## config.mk

```make
export PLATFORM = sky130hd
export DESIGN_NAME = keypad_scanner
export DESIGN_NICKNAME = d
export VERILOG_FILES = /design/src/rtl/keypad_scanner.sv
export SDC_FILE = /design/constraint.sdc
export NUM_CORES = 1
export LEC_CHECK = 0
export ABC_AREA = 1
export CAP_MARGIN = 20
export CORE_UTILIZATION = 62
export CTS_CLUSTER_SIZE = 30
export DETAILED_ROUTE_END_ITERATION = 8
export PLACE_DENSITY_LB_ADDON = 0.3
export SLEW_MARGIN = 10
export SYNTH_ARGS = -nofsm -noshare
export SYNTH_HDL_FRONTEND = slang
export SYNTH_SLANG_ARGS = --single-unit
```

## constraint.sdc

```tcl
create_clock -name clk -period 2.2 [get_ports clk]
set_input_delay 0.22 -clock clk [delete_from_list [all_inputs] [get_ports clk]]
set_output_delay 0.22 -clock clk [all_outputs]
set_load 0.05 [all_outputs]
```

## src/rtl/keypad_scanner.sv

```systemverilog
// 4x4 matrix keypad scanner: one-cold row drive, 2-flop column sync, press/release debounce.
// Define KEYPAD_REPEAT_EN to add auto-repeat strobes while a key stays held.
module keypad_scanner #(
  parameter int SCAN_DIV     = 5000,
  parameter int DEBOUNCE_CNT = 100000,
  parameter int REPEAT_DELAY = 50000000,
  parameter int REPEAT_RATE  = 10000000
) (
  input  logic       clk,
  input  logic       reset,
  input  logic [3:0] col_in,
  output logic [3:0] row_out,
  output logic [3:0] key_code,
  output logic       key_valid,
  output logic       key_held
);

  typedef enum logic [1:0] {SCAN, DEB_PRESS, HELD, DEB_REL} state_t;

  localparam int MAX_AB = (SCAN_DIV > DEBOUNCE_CNT) ? SCAN_DIV : DEBOUNCE_CNT;
  localparam int MAX_CD = (REPEAT_DELAY > REPEAT_RATE) ? REPEAT_DELAY : REPEAT_RATE;
  localparam int MAXP   = (MAX_AB > MAX_CD) ? MAX_AB : MAX_CD;
  localparam int W      = $clog2(MAXP);

  localparam logic [W-1:0] DWELL_LAST = W'(SCAN_DIV - 1);
  localparam logic [W-1:0] DEB_LAST   = W'(DEBOUNCE_CNT - 1);

  state_t       state, state_next;
  logic [3:0]   sync1, col_s;
  logic [3:0]   pat, pat_next, row_next, code_next;
  logic [W-1:0] dwell, dwell_next, cnt, cnt_next;
  logic         valid_next, held_next;

`ifdef KEYPAD_REPEAT_EN
  localparam logic [W-1:0] REP_FIRST_LAST = W'(REPEAT_DELAY - 1);
  localparam logic [W-1:0] REP_RATE_LAST  = W'(REPEAT_RATE - 1);
  logic [W-1:0] rep, rep_next;
  logic         rep_on, rep_on_next, rep_first, rep_first_next;
`endif

  function automatic logic [1:0] low_col(input logic [3:0] c);
    if (!c[0])      return 2'd0;
    else if (!c[1]) return 2'd1;
    else if (!c[2]) return 2'd2;
    else            return 2'd3;
  endfunction

  function automatic logic [1:0] row_index(input logic [3:0] r);
    if (!r[0])      return 2'd0;
    else if (!r[1]) return 2'd1;
    else if (!r[2]) return 2'd2;
    else            return 2'd3;
  endfunction

  always_ff @(posedge clk) begin
    if (reset) begin
      sync1     <= '1;
      col_s     <= '1;
      state     <= SCAN;
      row_out   <= 4'b1110;
      dwell     <= '0;
      cnt       <= '0;
      pat       <= '1;
      key_code  <= '0;
      key_valid <= 1'b0;
      key_held  <= 1'b0;
`ifdef KEYPAD_REPEAT_EN
      rep       <= '0;
      rep_on    <= 1'b0;
      rep_first <= 1'b0;
`endif
    end else begin
      sync1     <= col_in;
      col_s     <= sync1;
      state     <= state_next;
      row_out   <= row_next;
      dwell     <= dwell_next;
      cnt       <= cnt_next;
      pat       <= pat_next;
      key_code  <= code_next;
      key_valid <= valid_next;
      key_held  <= held_next;
`ifdef KEYPAD_REPEAT_EN
      rep       <= rep_next;
      rep_on    <= rep_on_next;
      rep_first <= rep_first_next;
`endif
    end
  end

  always_comb begin
    state_next = state;
    row_next   = row_out;
    dwell_next = dwell;
    cnt_next   = cnt;
    pat_next   = pat;
    code_next  = key_code;
    valid_next = 1'b0;
    held_next  = key_held;
`ifdef KEYPAD_REPEAT_EN
    rep_next       = rep;
    rep_on_next    = rep_on;
    rep_first_next = rep_first;
`endif
    case (state)
      SCAN: begin
        if (dwell == DWELL_LAST) begin
          dwell_next = '0;
          if (col_s != 4'b1111) begin
            pat_next   = col_s;
            cnt_next   = '0;
            state_next = DEB_PRESS;
          end else begin
            row_next = {row_out[2:0], row_out[3]};
          end
        end else begin
          dwell_next = dwell + 1'b1;
        end
      end
      DEB_PRESS: begin
        if (col_s == pat) begin
          if (cnt == DEB_LAST) begin
            code_next  = {row_index(row_out), low_col(pat)};
            valid_next = 1'b1;
            held_next  = 1'b1;
            cnt_next   = '0;
            state_next = HELD;
`ifdef KEYPAD_REPEAT_EN
            rep_next       = '0;
            rep_on_next    = 1'b1;
            rep_first_next = 1'b1;
`endif
          end else begin
            cnt_next = cnt + 1'b1;
          end
        end else begin
          cnt_next   = '0;
          dwell_next = '0;
          row_next   = {row_out[2:0], row_out[3]};
          state_next = SCAN;
        end
      end
      HELD: begin
        if (col_s == 4'b1111) begin
          cnt_next   = '0;
          state_next = DEB_REL;
`ifdef KEYPAD_REPEAT_EN
          rep_next    = '0;
          rep_on_next = 1'b0;
`endif
        end
`ifdef KEYPAD_REPEAT_EN
        // First repeat waits REPEAT_DELAY, later ones REPEAT_RATE; bounce-backs from DEB_REL stay silent.
        else if (rep_on) begin
          if (rep == (rep_first ? REP_FIRST_LAST : REP_RATE_LAST)) begin
            valid_next     = 1'b1;
            rep_next       = '0;
            rep_first_next = 1'b0;
          end else begin
            rep_next = rep + 1'b1;
          end
        end
`endif
      end
      DEB_REL: begin
        if (col_s == 4'b1111) begin
          if (cnt == DEB_LAST) begin
            held_next  = 1'b0;
            cnt_next   = '0;
            dwell_next = '0;
            row_next   = {row_out[2:0], row_out[3]};
            state_next = SCAN;
          end else begin
            cnt_next = cnt + 1'b1;
          end
        end else begin
          cnt_next   = '0;
          state_next = HELD;
        end
      end
      default: state_next = SCAN;
    endcase
  end

endmodule

```

* Yosys cells after proc, flatten, opt, wreduce, memory -nomap -nowiden
Index checks and enable logic that the tools add are counted. Widths: inputs -> output; s select.
Word-level totals: flip-flop bits (word level) 76, input bits 6, output and inout port bits 10, logic and storage cells 82
Cells by class: add/subtract/negate cells 2, equality and inequality tests 19, mux-type cells 38, bitwise gates (word level) 2, reduce and logical (&&, ||, !) cells 11
Operator list (number):
- $mux 26 | 10
- $pmux 26 s4 | 1
- $pmux 26 s3 | 1
- $add 26x1->26 const B | 2
- $eq 26x13->1 const B | 1
- $eq 26x17->1 const B | 1
- $mux 2 | 11
- $mux 4 | 5
- $ne 2x2->1 const B | 9
- $pmux 4 s3 | 1
- $reduce_and 5->1 | 2
- $reduce_and 3->1 | 3
- $pmux 2 s4 | 1
- $mux 1 | 7
- $ne 3x3->1 const B | 2
- $reduce_and 6->1 | 1
- $eq 2x2->1 const B | 2
- $eq 4x4->1 | 1
- $eq 4x4->1 const B | 1
- $ne 4x4->1 const B | 1
- $reduce_and 4->1 | 1
- $reduce_bool 3->1 | 1
- $reduce_or 3->1 | 1
- $eq 2x1->1 const B | 1
- 4 further kinds | 5

* Depth between registers and ports, before layout
depth in word-level cells 4, depth in mapped cells 13, depth with buffers taken out 12

* Least setup slack after synthesis
No wires, ideal clock.
path type reg-to-reg, start point register cnt[0], end point register dwell[21], library setup time 0.139 ns, data arrival time 1.495 ns, data required time 2.061 ns, setup slack 0.566 ns, cell stages (with the launch flop) 12, buffers on the path 1, period minus slack after synthesis 1.634 ns, cells stage by stage dfxtp_1 -> ha_1 -> nand2_2 -> nor2_4 -> nand3_2 -> nor2_1 -> nand2_2 -> nand2_4 -> nand2_8 -> buf_6 -> nand2_1 -> a21oi_2
Between the ends: word-level cells in the longest chain between the ends 3
Ends and longest elaborated chain:
- start, declared | RTL line 31 | logic [W-1:0] dwell, dwell_next, cnt, cnt_next;
- start signal, assigned | RTL line 78 | cnt <= cnt_next;
- $eq 26x17->1 | RTL line 167 | if (cnt == DEB_LAST) begin
- $ne 2x2->1 (no line)
- $reduce_and 4->1 (no line)
- end signal, assigned | RTL line 77 | dwell <= dwell_next;
- end, declared | RTL line 31
No other way between the ends. A chain may end at the register's enable or synchronous reset.

* Worst setup path after layout
start point register col_s[0], end point register row_out[1]
Between the ends: word-level cells in the longest chain between the ends 3, elaborated cells on any way between the ends 7, those cells by class eq/ne: 6; reduce/logical: 1
Ends and longest elaborated chain:
- start, declared | RTL line 29 | logic [3:0] sync1, col_s;
- start signal, assigned | RTL line 74 | col_s <= sync1;
- $eq 4x4->1, or another cell as far along | RTL line 166 | if (col_s == 4'b1111) begin
- $ne 2x2->1 (no line)
- $reduce_and 6->1 (no line) *
- end signal, assigned | RTL line 76 | row_out <= row_next;
- end, declared | RTL line 12 | output logic [3:0] row_out,
Every way passes the cells marked *; elsewhere a longest branch is shown, timed or not.

==> metrics.txt <==
status=finished clean; distinct cell type count after synthesis=43; setup ws final=199 ps; post-route ant nets=0; Core ar.=7810 sq um; largest net degree at the start of global routing=45; Cell Pwr Density=487 nW/um^2; CP Class=flip-flop to flip-flop; final std cells w/o fill=942; Diodes inserted=0; Post-Place Cells=926; Clk network pwr share=43.4%; clock slew at reported path FFs=80 ps; CTS Buffer Depth=2; synthesized net count=833; Synth Cell Area=5050 sq um; Critical Path End Type=flip-flop; DR iter-0 viols=441; Port-buffer cells=15; RSZ-0062 raised after global routing=no; reg2reg end=row_out[1]; clock sinks=76; number of global-route vias before repair=4983; Worst-Skew Late Latency=370 ps; dpl hpwl=9.99 mm; Seq/Total Area, Yosys=30.1%; die height=92.2 microns; layout overhead on the synthesized area=7.49%; VDD IR-drop max=0.424 mV; area leader, netlist=dfxtp_1; sequential power share=52.8%; max frequency=500 MHz; CTS H-tree lvls=3; pre-CTS setup slack=241 ps; CTS tree=done; Fin Hold WS=413 ps; setup TNS=0 ps; Fin. Hold Viols=0; Post-Route WL=13.5 mm; post-CTS sizing=0; most frequent cell after synthesis=nand2_1; first-pass GRT wire length=22.7 mm; Worst Path Required=2420 ps; Worst setup SP type=flip-flop; Yosys top cell area share=30.1%; Synth area leaders=dfxtp_1, nand2_1, nor2_1; iteration count of the initial detailed-routing pass=5; CTS Hold Bufs=0; post-synthesis register bit count=76; number of max-cap violations=0; worst setup path startpoint=col_s[0]; synth cell count leaders=nand2_1, nor2_1, inv_1; EDFF count, synth=0; FF-to-FF Start=col_s[0]; Final Setup Violations=0; Total Routing Usage GR=33.7%; Root Buffer=clkbuf_8; Switching Power=0.000660 W; Row Count=32; Pleak=2.30 nW; Routed WL per cell=14.3 microns; R2R cell count=9; final cycle utilization of the critical path=91.0%; Combinational Power Share=3.8%; Hold/Removal Path Class=flip-flop to flip-flop; worst reg-to-reg setup slack=200 ps; Vias=5235; CP max FO=16; Ports=16; # Post-CTS Setup Buffers=0; Slew @ Worst Pin=838 ps; Max-Slew Margin vs Limit=44.1%; clock skew=14.6 ps; cells after synthesis=825; via/cell ratio=5.56; CP arrival=2220 ps; Pint=0.00198 W; Avg Cell Area, Syn=6.12 sq um; Die Width=92.2 microns; top_reg_cell synth=dfxtp_1; RePlAce Congestion=1.00; die area=8510 sq um; ys async rst share=0%; share of layout cells above drive strength 1=11.0%; Slew Viols, Final=0; Layout Nets=843; number of remaining DRC errors=0; min cycle time layout=2000 ps; Synth warnings=0; initial antenna violation count=0; grt total ovfl=0; switching share of power=25.0%; initial core utilization=64.6%; Setup crit end=row_out[1]; cts bufs inserted=9
-- power by group through the flow --
stage | clock, W | combinational [W] | sequential, W
detailed placement | 0 | 0.0000982 | 0.00143
CTS | 0.00115 | 0.0000987 | 0.00139
floorplan | 0 | 0.0000713 | 0.00142
global route | 0.00122 | 0.000108 | 0.00139
global placement | 0 | 0.0000945 | 0.00142
finish | 0.00115 | 0.000101 | 0.00139
-- critical path, stage by stage, from the launching register on --
cell     delay, ps
dfxtp_1        390
nand2_1         60
nor2_1         280
inv_1          170
o21ai_2        200
nand2_4        110
nor2_8         310
nand2_1        160
nand2_1        100
nand3_1         60
-- metrics by stage --
stage | area [sq um] | power [W] | util, %
after floorplan | 5050 | 0.00150 | -
after global placement | 5220 | 0.00152 | 66.8
after detailed placement | 5220 | 0.00152 | 66.8
after CTS | 5420 | 0.00264 | 69.5
after global routing | 5430 | 0.00272 | 69.5
final | 5430 | 0.00264 | 69.5
-- kinds of logic (layout without fill, tap and decap cells) --
logic type	after synthesis	count (layout)	share of synthesized area, %
buffers and inverters	124	139	10.5
AO/OA/AOI/OAI	69	69	8.73
AND/OR/NAND/NOR	540	540	47.7
XOR/XNOR	14	14	2.43
flip-flops	76	76	30.1
adder cells (fa/ha/maj)	2	2	0.496
-- state kept, by name (all words and copies together) (netlist names) --
name	flops
key_held	1
state	2
pat	4
key_code	4
cnt	26
key_valid	1
row_out	4
dwell	26
col_s	4
sync1	4
-- cells in the final DEF, fill, tap and decap left out, types with 8 or more instances in the layout --
cell type        count
nor2_1             148
xor2_1              12
a21oi_1             27
nand3_1             76
nand2_1            235
dfxtp_1             76
nand2_2             18
clkdlybuf4s50_1     14
nor2_2               8
o21ai_0             13
a21oi_2             11
clkbuf_8            10
inv_1               96
or2_2                9
nand4_1             17
nor3_1              11
-- worst min-delay path by stage --
stage,endpoint,from,slack [ps],depth (start not counted)
floorplan,sync1[0],col_in[0],320,1
global placement,col_s[2],sync1[2],390,1
detailed placement,col_s[0],sync1[0],390,1
CTS,col_s[0],sync1[0],420,1
global route,sync1[1],col_in[1],410,2
finish,col_s[0],sync1[0],410,1
-- cell type report --
| cell class | count | area (sq um) |
|---|---|---|
| inverters | 103 | 392 |
| repair buffers | 20 | 183 |
| clock buffers | 10 | 138 |
| clock inverters | 6 | 70.1 |
| flip-flops and latches | 76 | 1520 |
| well taps | 102 | 128 |
| fillers | 719 | 2380 |
| multi-input cells | 625 | 2990 |
-- routing by layer --
| metal | track usage (%) | wire length (microns) | vias up |
|---|---|---|---|
| met1 | 44.3 | 6180 | 2397 |
| met4 | 11.2 | 243 | 0 |
| met2 | 56.2 | 6230 | 209 |
| met5 | 0 | 0 | - |
| li1 | - | - | 2607 |
| met3 | 5.39 | 819 | 22 |
Power figures use the tool's default switching activity.
